===== src/rtl/test_wrapper_pkg.sv =====
// Shared constants and types for the test_wrapper stream-to-memory slice.
package test_wrapper_pkg;

   localparam int unsigned DATA_W = 32;
   localparam int unsigned REG_AW = 12;

   localparam logic [REG_AW-1:0] REG_DMA_EN     = 12'h000;
   localparam logic [REG_AW-1:0] REG_DMA_BASE   = 12'h010;
   localparam logic [REG_AW-1:0] REG_DMA_LEN    = 12'h014;
   localparam logic [REG_AW-1:0] REG_DMA_CYCLES = 12'h018;
   localparam logic [REG_AW-1:0] REG_DMA_START  = 12'h020;
   localparam logic [REG_AW-1:0] REG_AL_EN      = 12'h100;
   localparam logic [REG_AW-1:0] REG_AL_MAXCNT  = 12'h10C;
   localparam logic [REG_AW-1:0] REG_AL_CNTPASS = 12'h110;
   localparam logic [REG_AW-1:0] REG_SKID_EN    = 12'h200;
   localparam logic [REG_AW-1:0] REG_MUX_SEL    = 12'h300;

   typedef enum logic [1:0] {
      IDLE = 2'd0,
      BUSY = 2'd1,
      DONE = 2'd2
   } dma_state_e;

endpackage


===== src/rtl/test_wrapper_skid_fifo.sv =====
// Small FIFO between aligner and DMA; both ready and valid come straight from flops.
module skid_fifo #(
   parameter int unsigned WIDTH = 32,
   parameter int unsigned DEPTH = 2
) (
   input  logic             clk,
   input  logic             areset,
   input  logic             en,
   input  logic             in_valid,
   input  logic [WIDTH-1:0] in_data,
   output logic             in_ready,
   output logic             out_valid,
   output logic [WIDTH-1:0] out_data_c,
   input  logic             out_ready
);
   import test_wrapper_pkg::*;

   localparam int unsigned PTR_W = (DEPTH > 1) ? $clog2(DEPTH) : 1;
   localparam int unsigned CNT_W = $clog2(DEPTH + 1);

   logic [WIDTH-1:0] mem_q [DEPTH];
   logic [PTR_W-1:0] wr_ptr_q, rd_ptr_q;
   logic [CNT_W-1:0] count_q, count_d;
   logic             push_c, pop_c;

   function automatic logic [PTR_W-1:0] next_ptr(input logic [PTR_W-1:0] p);
      return (p == PTR_W'(DEPTH - 1)) ? '0 : p + PTR_W'(1);
   endfunction

   // Occupancy next-state; a disabled FIFO collapses to empty
   always_comb begin
      push_c  = en && in_valid && in_ready;
      pop_c   = en && out_valid && out_ready;
      count_d = count_q;
      if (!en)                 count_d = '0;
      else if (push_c && !pop_c) count_d = count_q + CNT_W'(1);
      else if (!push_c && pop_c) count_d = count_q - CNT_W'(1);
   end

   always_ff @(posedge clk or posedge areset) begin
      if (areset) begin
         wr_ptr_q  <= '0;
         rd_ptr_q  <= '0;
         count_q   <= '0;
         in_ready  <= 1'b0;
         out_valid <= 1'b0;
         for (int i = 0; i < int'(DEPTH); i++) mem_q[i] <= '0;
      end else begin
         count_q   <= count_d;
         in_ready  <= !en || (count_d < CNT_W'(DEPTH));
         out_valid <= (count_d != '0);
         if (!en) begin
            wr_ptr_q <= '0;
            rd_ptr_q <= '0;
         end else begin
            if (push_c) begin
               mem_q[wr_ptr_q] <= in_data;
               wr_ptr_q        <= next_ptr(wr_ptr_q);
            end
            if (pop_c) rd_ptr_q <= next_ptr(rd_ptr_q);
         end
      end
   end

   assign out_data_c = mem_q[rd_ptr_q];

endmodule


===== config.mk =====
export PLATFORM = sky130hd
export DESIGN_NAME = skid_fifo
export DESIGN_NICKNAME = d
export VERILOG_FILES = /design/src/rtl/test_wrapper_pkg.sv /design/src/rtl/test_wrapper_skid_fifo.sv
export SDC_FILE = /design/constraint.sdc
export NUM_CORES = 1
export LEC_CHECK = 0
export CORE_MARGIN = 4
export CORE_UTILIZATION = 50
export CTS_CLUSTER_SIZE = 28
export DETAILED_ROUTE_END_ITERATION = 7
export MAX_ROUTING_LAYER = met4
export PLACE_DENSITY_LB_ADDON = 0.05
export SLEW_MARGIN = 20
export SYNTH_ARGS = -nofsm -noshare
export SYNTH_HDL_FRONTEND = slang
export SYNTH_SLANG_ARGS = --single-unit

===== constraint.sdc =====
create_clock -name clk -period 2.85 [get_ports clk]
set_input_delay 0.57 -clock clk [delete_from_list [all_inputs] [get_ports clk]]
set_output_delay 0.57 -clock clk [all_outputs]
set_load 0.02 [all_outputs]

==> metrics <==
run status finished clean; Top Ports 71; post-layout minimum cycle time 2.59 ns; combinational share of power 40.9%; DRC violations left 0; origin of the critical flop-to-flop path in_ready; count of maximum capacitance violations 0; via total after detailed routing 1839; Area growth syn-to-layout 29.2%; average footprint of a synthesized cell 16.6 sq um; critical-path cell with the highest stage delay sky130_fd_sc_hd__clkdlybuf4s50_1; capture instance of the worst register-to-register path mem_q[24]; post-route antenna net violation count 0; Synth Instances 202; First DRT Iteration DRCs 63; portion of the post-synthesis area used by sequential elements 52.3%; Startpoint Class flip-flop; most instantiated library cell after synthesis sky130_fd_sc_hd__dfrtp_1; Netlist Area Pre-Place 3350 sq um; endpoint type of the worst setup path output pin; cells traversed along the worst timing path buf_12, mux2_2, clkdlybuf4s50_1; Yosys Warn Count 0; Bufs on Longest Clock Path 2; unrepaired setup endpoints after global routing false; Post-CTS Hold Buffers 0; clock input transition at the sequential cells of the worst setup and hold paths 0.08 ns; via count of the first global-routing pass 2074; Layout Nets 315; Internal 0.00286 W; standard-cell rows 29; Hold Path End mem_q[62]; cell depth of the worst hold path 1; number of clock sinks 70; maximum number of pins on one net before global-route repair 71; worst endpoint data arrival time 2.02 ns; vertical die dimension 89.8 microns; setup slack, reg-to-reg 1.20 ns; worst-case vdd ir drop 0.439 mV; worst r2r path cells 5; final max-slew violation count 0; area of the core 6420 sq um; Area contributors post-synth sky130_fd_sc_hd__dfrtp_1, sky130_fd_sc_hd__mux2_4, sky130_fd_sc_hd__mux2_2; path category of the worst min-delay check reg -> reg; count of endpoints failing setup in the final report 0; diode insertion count for antenna repair 0; CTS H-tree depth 3; vias per std cell 5.11; total CTS buffers 9; clock group share of total power 19.3%; detailed-route wire length 6230 microns; largest driver fanout on the critical path 28; async set-reset flop share out of synthesis 100%; number of flip-flops and latches in the synthesized netlist 70; crit-path max cell delay 0.54 ns; net count after synthesis 239; leakage power 2.02 nW; max_slew headroom 75.0%; number of antenna violations at the first check in global routing 0; overall routing resource usage 17.0%; sequential share of power 39.8%; detailed-router iteration count before antenna repair 6; most used flip-flop cell after synthesis sky130_fd_sc_hd__dfrtp_1; Required @ worst endpoint 2.28 ns; net switching power 0.00121 W; horizontal die dimension 89.8 microns; initial cell density of the core 52.1%; fraction of final layout cells sized beyond drive strength 1 43.1%; final clock period utilization by the worst path 90.7%; critical path class reg -> out; clock latency on the worst-skew pair 0.33 ns; worst hold slack 0.507 ns; Worst Skew 0.0134 ns; slew at the pin closest to its max-slew limit 0.376 ns; Fin. Hold Viols 0; switching fraction of total power 29.7%; Die Footprint 8070 sq um; first-pass GRT wire length 10700 microns; half-perimeter wire length after placement 4150 microns; Worst Hold Launch mem_q[62]; overflow left after global routing 0; Yosys top cell by area sky130_fd_sc_hd__dfrtp_1; detailed-route wire length per cell 17.3 microns; weighted congestion at the end of routability-driven global placement 0.708; achievable clock frequency 0.387 GHz; count of buffers inserted at the top-level ports 70; most numerous cell types in the synthesized netlist sky130_fd_sc_hd__dfrtp_1, sky130_fd_sc_hd__mux2_4, sky130_fd_sc_hd__mux2_2; Pwr Density 940 nW/um^2; library cell used as clock root buffer sky130_fd_sc_hd__clkbuf_8; sum of negative setup slack 0 ns; post-CTS repair timing setup buffer count 0; share of the synthesized area in the top cell type 52.3%; count of different cell masters after synthesis 22; CTS tree built; number of enable flip-flop cells after synthesis 0; cts repair resizes 0
power groups by stage:
stage | logic [W] | clock network (W) | registers [W]
2_1_floorplan | 0.00117 | 0 | 0.00155
3_3_place_gp | 0.00164 | 0 | 0.00164
3_5_place_dp | 0.00167 | 0 | 0.00163
4_1_cts | 0.00168 | 0.000807 | 0.00162
5_1_grt | 0.00177 | 0.000845 | 0.00168
6_report | 0.00166 | 0.000784 | 0.00162
cells by family after synthesis:
family                 after synthesis  share of synthesized area, %
flip-flops                          70                          52.3
buffers and inverters               13                          3.14
multiplexers                        99                          40.0
AO/OA/AOI/OAI                        4                         0.748
XOR/XNOR                             2                         0.523
AND/OR/NAND/NOR                     14                          3.29
worst max-delay path by stage:
stage,slack (ns),to,from,cells after the start
final,0.26,out_data_c[2],rd_ptr_q,3
after global routing,0.20,out_data_c[16],rd_ptr_q,3
after CTS,0.25,out_data_c[2],rd_ptr_q,3
after detailed placement,0.59,mem_q[55],en,4
after global placement,0.62,mem_q[54],en,4
after floorplan,0.51,count_q[0],areset,1
per-layer routing:
metal | GRT usage, % | up-vias | part of all wire (%) | wire length (microns)
met5 | - | - | 0 | 0
met4 | 5.75 | 0 | 1.2 | 72
met3 | 4.26 | 6 | 4.4 | 273
met2 | 24.2 | 47 | 44 | 2770
met1 | 23.8 | 916 | 50 | 3110
li1 | - | 870 | - | -
through the flow:
step           cell area, sq um  worst slack (ns)  util (%)  total power [W]  instances
2_1_floorplan              3350             0.512         -          0.00272        202
3_3_place_gp               4130             0.618      64.3          0.00328        344
3_5_place_dp               4130             0.588      64.3          0.00330        344
4_1_cts                    4330             0.246      67.3          0.00411        360
5_1_grt                    4330             0.200      67.3          0.00429        360
6_report                   4330             0.264      67.3          0.00407        360
worst max-delay path, delay by kind of cell (launching register included):
kind,cells,cell delay (ns)
multiplexers,1,0.37
flip-flops,1,0.51
buffers and inverters,2,0.79
registers in the layout, indices dropped and copies added, names as in the netlist:
signal / count
in_ready: 1
mem_q: 64
wr_ptr_q: 1
out_valid: 1
rd_ptr_q: 1
count_q: 2
layout by cell type (no fill, tap or decap):
master	n
sky130_fd_sc_hd__a211oi_1	1
sky130_fd_sc_hd__a21boi_1	1
sky130_fd_sc_hd__and2_1	3
sky130_fd_sc_hd__and3b_1	1
sky130_fd_sc_hd__buf_12	3
sky130_fd_sc_hd__buf_4	3
sky130_fd_sc_hd__bufinv_16	1
sky130_fd_sc_hd__clkbuf_8	9
sky130_fd_sc_hd__clkdlybuf4s50_1	70
sky130_fd_sc_hd__clkinv_2	2
sky130_fd_sc_hd__clkinv_4	1
sky130_fd_sc_hd__clkinvlp_4	2
sky130_fd_sc_hd__dfrtp_1	70
sky130_fd_sc_hd__inv_1	1
sky130_fd_sc_hd__inv_2	1
sky130_fd_sc_hd__inv_6	1
sky130_fd_sc_hd__mux2_2	37
sky130_fd_sc_hd__mux2_4	60
sky130_fd_sc_hd__mux2i_1	2
sky130_fd_sc_hd__nand2_1	1
sky130_fd_sc_hd__nand3_4	1
sky130_fd_sc_hd__nand3b_4	1
sky130_fd_sc_hd__nand4bb_1	1
sky130_fd_sc_hd__nor2_1	3
sky130_fd_sc_hd__nor3_1	1
sky130_fd_sc_hd__nor3b_1	1
sky130_fd_sc_hd__nor4_1	1
sky130_fd_sc_hd__o21ai_0	2
sky130_fd_sc_hd__xnor2_1	2
cell type report:
type                       count  area (sq um)
fill                         486          2100
sequential                    70          1750
multi-input combinational    119          1490
timing repair buffer          76           783
clock buffer                   9           124
tap                           77          96.3
clock inverter                 7          72.6
inverter                       2          7.51
Power figures use the tool's default switching activity.
==> RTL change (same flow settings) <==
`WIDTH`: 32 -> 48.
--- a/src/rtl/test_wrapper_skid_fifo.sv
+++ b/src/rtl/test_wrapper_skid_fifo.sv
@@ -2,3 +2,3 @@
 module skid_fifo #(
-   parameter int unsigned WIDTH = 32,
+   parameter int unsigned WIDTH = 48,
    parameter int unsigned DEPTH = 2
Ports: changed (resized in_data and out_data_c); port bits go from 71 to 103. The function was not compared with the original's and may differ.
==> RTL change against the original RTL <==
  * Cell count is 40% higher
  * Cell area rose by 38%
  * Sequential cell count rose by 32
  * First-iteration DRC count shrank 9.5%
  * Synthesized area grew 39%
  * Wire length grew 41%
  * Critical path type unchanged
  * Via count increased by 46%
  * Utilization is 0.14 points lower
  * Hold slack improved by 1.1 ps
  * Setup slack better by 71 ps
  * Register-to-register slack lost 80 ps
  * Power rose by 34%
==> RTL change: results <==
{
  "drive_gt1_share_pct": 43.6,
  "yosysSeqAreaShare_pct": 55.0,
  "wl_um": 8770,
  "post_drt_via_cell_ratio": 5.30,
  "maxSlewHeadroom_pct": 59.6,
  "p_leak_nw": 2.63,
  "fin_nets": 445,
  "fin_skew_ps": 16.2,
  "hold-worst-slack_ps": 508,
  "dp_cells": 489,
  "crit_arrival_ps": 1940,
  "power_mw": 5.44,
  "ys_types": 21,
  "grtUsageMet1_pct": 22.6,
  "syn_avg_cell_area_sq_um": 16.2,
  "fin_ws_ps": 335,
  "wl_met3_um": 381,
  "dp_slack_ps": 480,
  "max-vdd-ir-drop_uv": 393,
  "synth.area.top_cells": "dfrtp_1 (55%), mux2_2 (25%), mux2_4 (13%), buf_6 (1.7%), buf_2 (0.97%)",
  "outcome": "completed",
  "crit_fanout": 18,
  "p_switching_mw": 1.68,
  "wl_met1_um": 4030,
  "power_frac_comb_pct": 41.7,
  "grtUsageMet2_pct": 26.8,
  "routedWlPerCell_um": 17.4
}
RTL change: cell types whose count changed in the layout (fill, tap and decap cells not counted), sizes merged:
cell	unedited run	this run
clkdlybuf4s50	70	102
mux2	97	145
bufinv	1	0
inv	3	5
clkinv	3	2
buf	6	8
dfrtp	70	102
RTL change: final cells by class:
cell class	instances	area, sq um
Clock buffer	9	124
Clock inverter	7	52.6
Fill cell	676	2920
Inverter	2	11.3
Multi-Input combinational cell	167	1960
Sequential cell	102	2550
Tap cell	108	135
Timing Repair Buffer	110	1140
RTL change: logic make-up (layout without fill, tap and decap cells):
family                    count (synthesis)  count (layout)  share of synthesized area, %
muxes                                   147             147                          38.9
DFF                                     102             102                          55.0
AOI/OAI and AO/OA                         4               4                         0.540
buffers and inverters                    18             128                          2.83
xor gates and xnor gates                  2               2                         0.378
and+or+nand+nor                          14              14                          2.37
RTL change: critical path, cell delays in order (launching register included):
cell and delay, ps:
dfrtp_2 390, buf_4 270, mux2_2 370, clkdlybuf4s50_1 550
